<file path="config.mk">
export PLATFORM = sky130hd
export DESIGN_NAME = btb_update_unit
export DESIGN_NICKNAME = d
export VERILOG_FILES = /design/src/rtl/btb_update_unit.sv
export SDC_FILE = /design/constraint.sdc
export NUM_CORES = 1
export LEC_CHECK = 0
export CAP_MARGIN = 20
export CORE_ASPECT_RATIO = 0.75
export CORE_UTILIZATION = 47
export CTS_CLUSTER_SIZE = 40
export DETAILED_ROUTE_END_ITERATION = 16
export PLACE_DENSITY = 0.77
export SLEW_MARGIN = 15
export SYNTH_ARGS = -nofsm -noshare
export SYNTH_HDL_FRONTEND = slang
export SYNTH_SLANG_ARGS = --single-unit
</file>
<file path="constraint.sdc">
create_clock -name clock -period 7.4 [get_ports clock]
set_input_delay 1.48 -clock clock [delete_from_list [all_inputs] [get_ports clock]]
set_output_delay 1.48 -clock clock [all_outputs]
set_load 0.05 [all_outputs]
</file>
<file path="src/rtl/btb_update_unit.sv">
// Branch-resolution writer: detects mispredicts from EXU results, pulses a
// frontend redirect, holds off the EXU for a flush window, queues taken-branch
// corrections for the BTB write port and keeps branch/mispredict counters.
//
// state   | meaning
// --------+-----------------------------------------------------------
// S_IDLE  | accepting results while the write queue has room
// S_REDIR | single-cycle redirect pulse to the frontend, input held off
// S_FLUSH | input held off while the flush down-counter runs out
module btb_update_unit #(
    parameter int ADDR_LEN     = 32,
    parameter int QDEPTH       = 2,
    parameter int FLUSH_CYCLES = 1,
    parameter int CNT_LEN      = 32
) (
    input  logic                clock,
    input  logic                reset,
    input  logic                in_valid,
    output logic                in_ready,
    input  logic [ADDR_LEN-1:0] in_pc,
    input  logic [ADDR_LEN-1:0] in_pred_npc,
    input  logic                in_is_cti,
    input  logic                in_taken,
    input  logic [ADDR_LEN-1:0] in_target,
    output logic                redirect_valid,
    output logic [ADDR_LEN-1:0] redirect_pc,
    output logic                btb_wvalid,
    output logic [ADDR_LEN-1:0] btb_awaddr,
    output logic [ADDR_LEN-1:0] btb_wdata,
    input  logic                btb_wstall,
    output logic [CNT_LEN-1:0]  perf_cti_cnt,
    output logic [CNT_LEN-1:0]  perf_miss_cnt
);

    localparam int CW = $clog2(QDEPTH + 1);
    localparam int IW = (QDEPTH > 1) ? $clog2(QDEPTH) : 1;
    localparam int FW = (FLUSH_CYCLES > 1) ? $clog2(FLUSH_CYCLES) : 1;
    // The counter is loaded on the way into S_FLUSH and leaves at zero,
    // so it starts one below the window length.
    localparam logic [FW-1:0] FLUSH_LOAD = (FLUSH_CYCLES > 0) ? FW'(FLUSH_CYCLES - 1) : '0;

    typedef enum logic [1:0] {
        S_IDLE  = 2'd0,
        S_REDIR = 2'd1,
        S_FLUSH = 2'd2
    } state_t;

    state_t              state;
    state_t              state_nxt;
    logic [FW-1:0]       flush_cnt;
    logic [CW-1:0]       q_count;
    logic [ADDR_LEN-1:0] q_addr [QDEPTH];
    logic [ADDR_LEN-1:0] q_data [QDEPTH];
    logic [IW-1:0]       wr_idx;
    logic                accept;
    logic [ADDR_LEN-1:0] actual_npc;
    logic                mispredict;
    logic                push;
    logic                pop;

    assign accept     = in_valid & in_ready;
    assign actual_npc = (in_is_cti & in_taken) ? in_target : in_pc + ADDR_LEN'(4);
    assign mispredict = (actual_npc != in_pred_npc);
    assign push       = accept & in_is_cti & in_taken & mispredict;
    assign pop        = (q_count != '0) & ~btb_wstall;

    // Readiness looks only at registered state, never at this cycle's pop.
    assign in_ready       = (state == S_IDLE) && (q_count < CW'(QDEPTH));
    assign redirect_valid = (state == S_REDIR);
    assign btb_wvalid     = (q_count != '0);
    assign btb_awaddr     = q_addr[0];
    assign btb_wdata      = q_data[0];

    // Next-state logic for the redirect/flush sequence.
    always_comb begin
        state_nxt = state;
        case (state)
            S_IDLE:  if (accept && mispredict) state_nxt = S_REDIR;
            S_REDIR: state_nxt = (FLUSH_CYCLES > 0) ? S_FLUSH : S_IDLE;
            S_FLUSH: if (flush_cnt == '0) state_nxt = S_IDLE;
            default: state_nxt = S_IDLE;
        endcase
    end

    // State register and flush-window down-counter.
    always_ff @(posedge clock or posedge reset) begin
        if (reset) begin
            state     <= S_IDLE;
            flush_cnt <= '0;
        end else begin
            state <= state_nxt;
            if (state == S_REDIR)
                flush_cnt <= FLUSH_LOAD;
            else if (state == S_FLUSH && flush_cnt != '0)
                flush_cnt <= flush_cnt - 1'b1;
        end
    end

    // Capture the corrected next PC when the mispredict is accepted.
    always_ff @(posedge clock or posedge reset) begin
        if (reset)
            redirect_pc <= '0;
        else if (accept && mispredict)
            redirect_pc <= actual_npc;
    end

    // A push lands behind the entries that survive this cycle's pop.
    always_comb begin
        wr_idx = pop ? IW'(q_count - 1'b1) : IW'(q_count);
    end

    // Shift-register FIFO: entry 0 is always the head driving the BTB port.
    always_ff @(posedge clock or posedge reset) begin
        if (reset) begin
            q_count <= '0;
            for (int i = 0; i < QDEPTH; i++) begin
                q_addr[i] <= '0;
                q_data[i] <= '0;
            end
        end else begin
            if (pop) begin
                for (int i = 0; i < QDEPTH - 1; i++) begin
                    q_addr[i] <= q_addr[i+1];
                    q_data[i] <= q_data[i+1];
                end
            end
            if (push) begin
                q_addr[wr_idx] <= in_pc;
                q_data[wr_idx] <= in_target;
            end
            q_count <= q_count + CW'(push) - CW'(pop);
        end
    end

    // Performance counters, free-running and wrapping.
    always_ff @(posedge clock or posedge reset) begin
        if (reset) begin
            perf_cti_cnt  <= '0;
            perf_miss_cnt <= '0;
        end else begin
            if (accept && in_is_cti)
                perf_cti_cnt <= perf_cti_cnt + 1'b1;
            if (accept && mispredict)
                perf_miss_cnt <= perf_miss_cnt + 1'b1;
        end
    end

endmodule

</file>
==> results.sh <==
export IMPL_outcome="finished, final reports clean"
export IMPL_grt_max_degree=183
export IMPL_synth_xor_area_share_pct=8.48
export IMPL_vias_per_cell=5.64
export IMPL_p_leak_uw=0.00697
export IMPL_dp_slack_ps=787
export IMPL_cp_startpoint="in_is_cti"
export IMPL_die_x_um=192
export IMPL_grt_overflow_total=0
export IMPL_rows=51
export IMPL_initial_core_util_pct=48.5
export IMPL_worstHoldStart="perf_miss_cnt[31]$_DFFE_PP0P_"
export IMPL_max_vdd_ir_drop_v=0.000257
export IMPL_async_reset_ff_share_pct=100
export IMPL_r2r_end="perf_cti_cnt[30]$_DFFE_PP0P_"
export IMPL_p_per_area_nw_per_um2=354
export IMPL_first_pass_iters=5
export IMPL_cts_setup_buffers=0
export IMPL_r2r_slack_ps=4240
export IMPL_maxSlewHeadroom_pct=31.0
export IMPL_synth_nets=1273
export IMPL_start_kind="input pin"
export IMPL_final_area_um2=16100
export IMPL_crit_path_end_kind="flop"
export IMPL_drv_slew=0
export IMPL_gp_congestion=0.955
export IMPL_synthCells=1167
export IMPL_drc=0
export IMPL_max_slew_worst_pin_slew_ps=1030
export IMPL_drt_iter0_drc=757
export IMPL_grtUsageTotal_pct=26.2
export IMPL_dieArea_um2=27800
export IMPL_synth_warnings=0
export IMPL_synth_fa_ha_area_share_pct=0.392
export IMPL_antenna_found_initial=2
export IMPL_synth_mux_area_share_pct=20.4
export IMPL_rsz0062_at_grt="no"
export IMPL_cts_hold_buf=0
export IMPL_whs_path_depth=1
export IMPL_dp_hpwl_um=27000
export IMPL_htreeDepth=1
export IMPL_rr_worst_depth=9
export IMPL_synth_edff_count=0
export IMPL_hold_viol=0
export IMPL_die_y_um=145
export IMPL_final_period_utilization_pct=82.8
export IMPL_cts_resized=0
export IMPL_vias=9625
export IMPL_wl_um=36600
export IMPL_numCtsBuffers=24
export IMPL_path_class="input pin to flop"
export IMPL_min_path_type="flop to flop"
export IMPL_setup_tns_ps=0
export IMPL_ant_nets=0
export IMPL_rr_startpoint="q_count[1]$_DFF_PP0_"
export IMPL_area_growth_pct=26.2
export IMPL_drive_gt1_share_pct=9.87
export IMPL_fin_crit_ps=6130
export IMPL_syn_area_um2=12800
export IMPL_worst_slack_ps=1270
export IMPL_grt_pass1_wl_um=55600
export IMPL_ys_flop_type="dfrtp_1"
export IMPL_cp_max_fo=64
export IMPL_core_um2=26300
export IMPL_min_to="perf_miss_cnt[31]$_DFFE_PP0P_"
export IMPL_clock_latency_ps=530
export IMPL_ios=265
export IMPL_placed_cell_area_um2=15200
export IMPL_fin_nets=1446
export IMPL_cts_reportedPaths_clkPinSlew_ps=60
export IMPL_fmax_mhz=163
export IMPL_synth_compound_area_share_pct=5.84
export IMPL_clockRootBuffer="clkbuf_16"
export IMPL_synth_cell_types=63
export IMPL_finalSetupViolations=0
export IMPL_cts_tree="built"
export IMPL_grt_pass1_vias=9321
export IMPL_place_port_buffers=264
export IMPL_synthSimpleGateAreaFrac_pct=13.1
export IMPL_cts_sinks=229
export IMPL_cp_data_arrival_time_ps=6520
export IMPL_wire_per_inst_um=21.5
export IMPL_ys_seq_area_share_pct=44.9
export IMPL_critical_path_required_ps=7800
export IMPL_maxCapViolCount=0
export IMPL_synth_seq_cells=229
export IMPL_cts_buffer_depth=3
export IMPL_finClkSkew_ps=15.6
export IMPL_synth_area_per_cell_um2=10.9
export IMPL_synth_top_family_by_area="multiplexers"
per-stage QoR:
| stage | power (uW) | hold slack [ps] | util, % | std cells |
|---|---|---|---|---|
| 3_3_place_gp | 4360 | 460 | 57.8 | 1655 |
| 6_report | 5690 | 472 | 61.3 | 1707 |
| 5_1_grt | 5950 | 480 | 61.2 | 1704 |
| 4_1_cts | 5730 | 474 | 61.0 | 1699 |
| 2_1_floorplan | 3750 | 454 | - | 1167 |
| 3_5_place_dp | 4420 | 464 | 57.8 | 1655 |
cells in the mapped netlist (4+ instances only):
library cell | n | area share [%]
nor3b_1 | 6 | 0.35
ha_1 | 4 | 0.39
nand2_1 | 79 | 2.3
dfrtp_1 | 229 | 45
inv_1 | 30 | 0.88
nand2b_1 | 8 | 0.39
clkbuf_1 | 28 | 0.82
and2_1 | 8 | 0.39
o21ai_0 | 27 | 1.1
a221oi_1 | 5 | 0.34
nor3_1 | 21 | 0.82
o22ai_1 | 4 | 0.20
o32ai_1 | 4 | 0.27
xnor2_1 | 66 | 4.5
a21oi_1 | 16 | 0.63
o2111ai_1 | 5 | 0.34
nand4_1 | 29 | 1.4
and4_1 | 8 | 0.55
mux2_2 | 66 | 5.8
nor2_1 | 54 | 1.6
a31oi_1 | 5 | 0.25
buf_2 | 30 | 1.2
mux2i_1 | 31 | 2.4
xor2_1 | 55 | 3.8
nor4b_1 | 4 | 0.27
mux2_1 | 138 | 12
nor2b_1 | 8 | 0.39
nand3b_1 | 5 | 0.29
nand3_1 | 32 | 1.3
nor4_1 | 16 | 0.78
or3_1 | 5 | 0.25
buf_1 | 6 | 0.18
and3_1 | 15 | 0.74
buf_4 | 65 | 3.8
critical path: stages:
cell             delay [ps]
clkdlybuf4s50_1         760
and2_2                  810
buf_4                   350
a21oi_1                 110
or3_1                   320
a2111oi_0               620
nand4_1                 270
nor4_4                  340
buf_4                   410
nor3b_2                  90
buf_4                   420
mux2_1                  450
power by group:
part           switching, uW  internal (uW)
combinational           1520            974
sequential               245           1670
clock                    498            789
total                   2270           3430
placed cells by master, fill, tap and decap left out, types with 5 or more instances in the layout:
master / count
a21oi_1: 16
a221oi_1: 5
a31oi_1: 5
and2_1: 7
and3_1: 15
and4_1: 8
buf_4: 8
clkbuf_1: 6
clkbuf_16: 24
clkbuf_8: 5
clkdlybuf4s50_1: 264
dfrtp_1: 229
diode_2: 5
inv_1: 29
mux2_1: 138
mux2_2: 66
mux2i_1: 31
nand2_1: 79
nand2b_1: 7
nand3_1: 32
nand3b_1: 5
nand4_1: 29
nor2_1: 54
nor2b_1: 7
nor3_1: 21
nor3b_1: 5
nor4_1: 16
o2111ai_1: 5
o21ai_0: 27
or3_1: 5
xnor2_1: 66
xor2_1: 55
worst max path at each step:
stage / depth (start not counted) / to / slack (ps)
6_report: 12 / btb_awaddr[8]$_DFF_PP0_ / 1270
5_1_grt: 12 / btb_wdata[6]$_DFF_PP0_ / 1070
4_1_cts: 12 / btb_wdata[6]$_DFF_PP0_ / 1320
3_5_place_dp: 12 / btb_wdata[6]$_DFF_PP0_ / 790
3_3_place_gp: 12 / btb_wdata[14]$_DFF_PP0_ / 780
2_1_floorplan: 15 / q_count[1]$_DFF_PP0_ / 2570
layer usage:
| metal | vias up | share of wire, % | global-route usage, % |
|---|---|---|---|
| met5 | - | 0 | 0 |
| met4 | 0 | 2.5 | 7.67 |
| met3 | 58 | 7.5 | 5.28 |
| met2 | 336 | 42 | 36.8 |
| met1 | 4799 | 48 | 40.2 |
| li1 | 4432 | - | - |
layout make-up:
class                      count  area (um^2)
fill                        2158        10200
sequential                   229         5730
timing repair buffer         276         2780
clock inverter                 9          156
antenna                        5         12.5
tap                          344          430
multi-input combinational    779         6190
clock buffer                  35          692
inverter                      30          116
logic make-up after synthesis:
logic type / count (synthesis)
compound gates: 107
simple gates: 311
flops: 229
xor+xnor: 122
mux: 235
buf+inv: 159
fa+ha+maj: 4
Note: power is estimated with default switching activity, not from simulation.
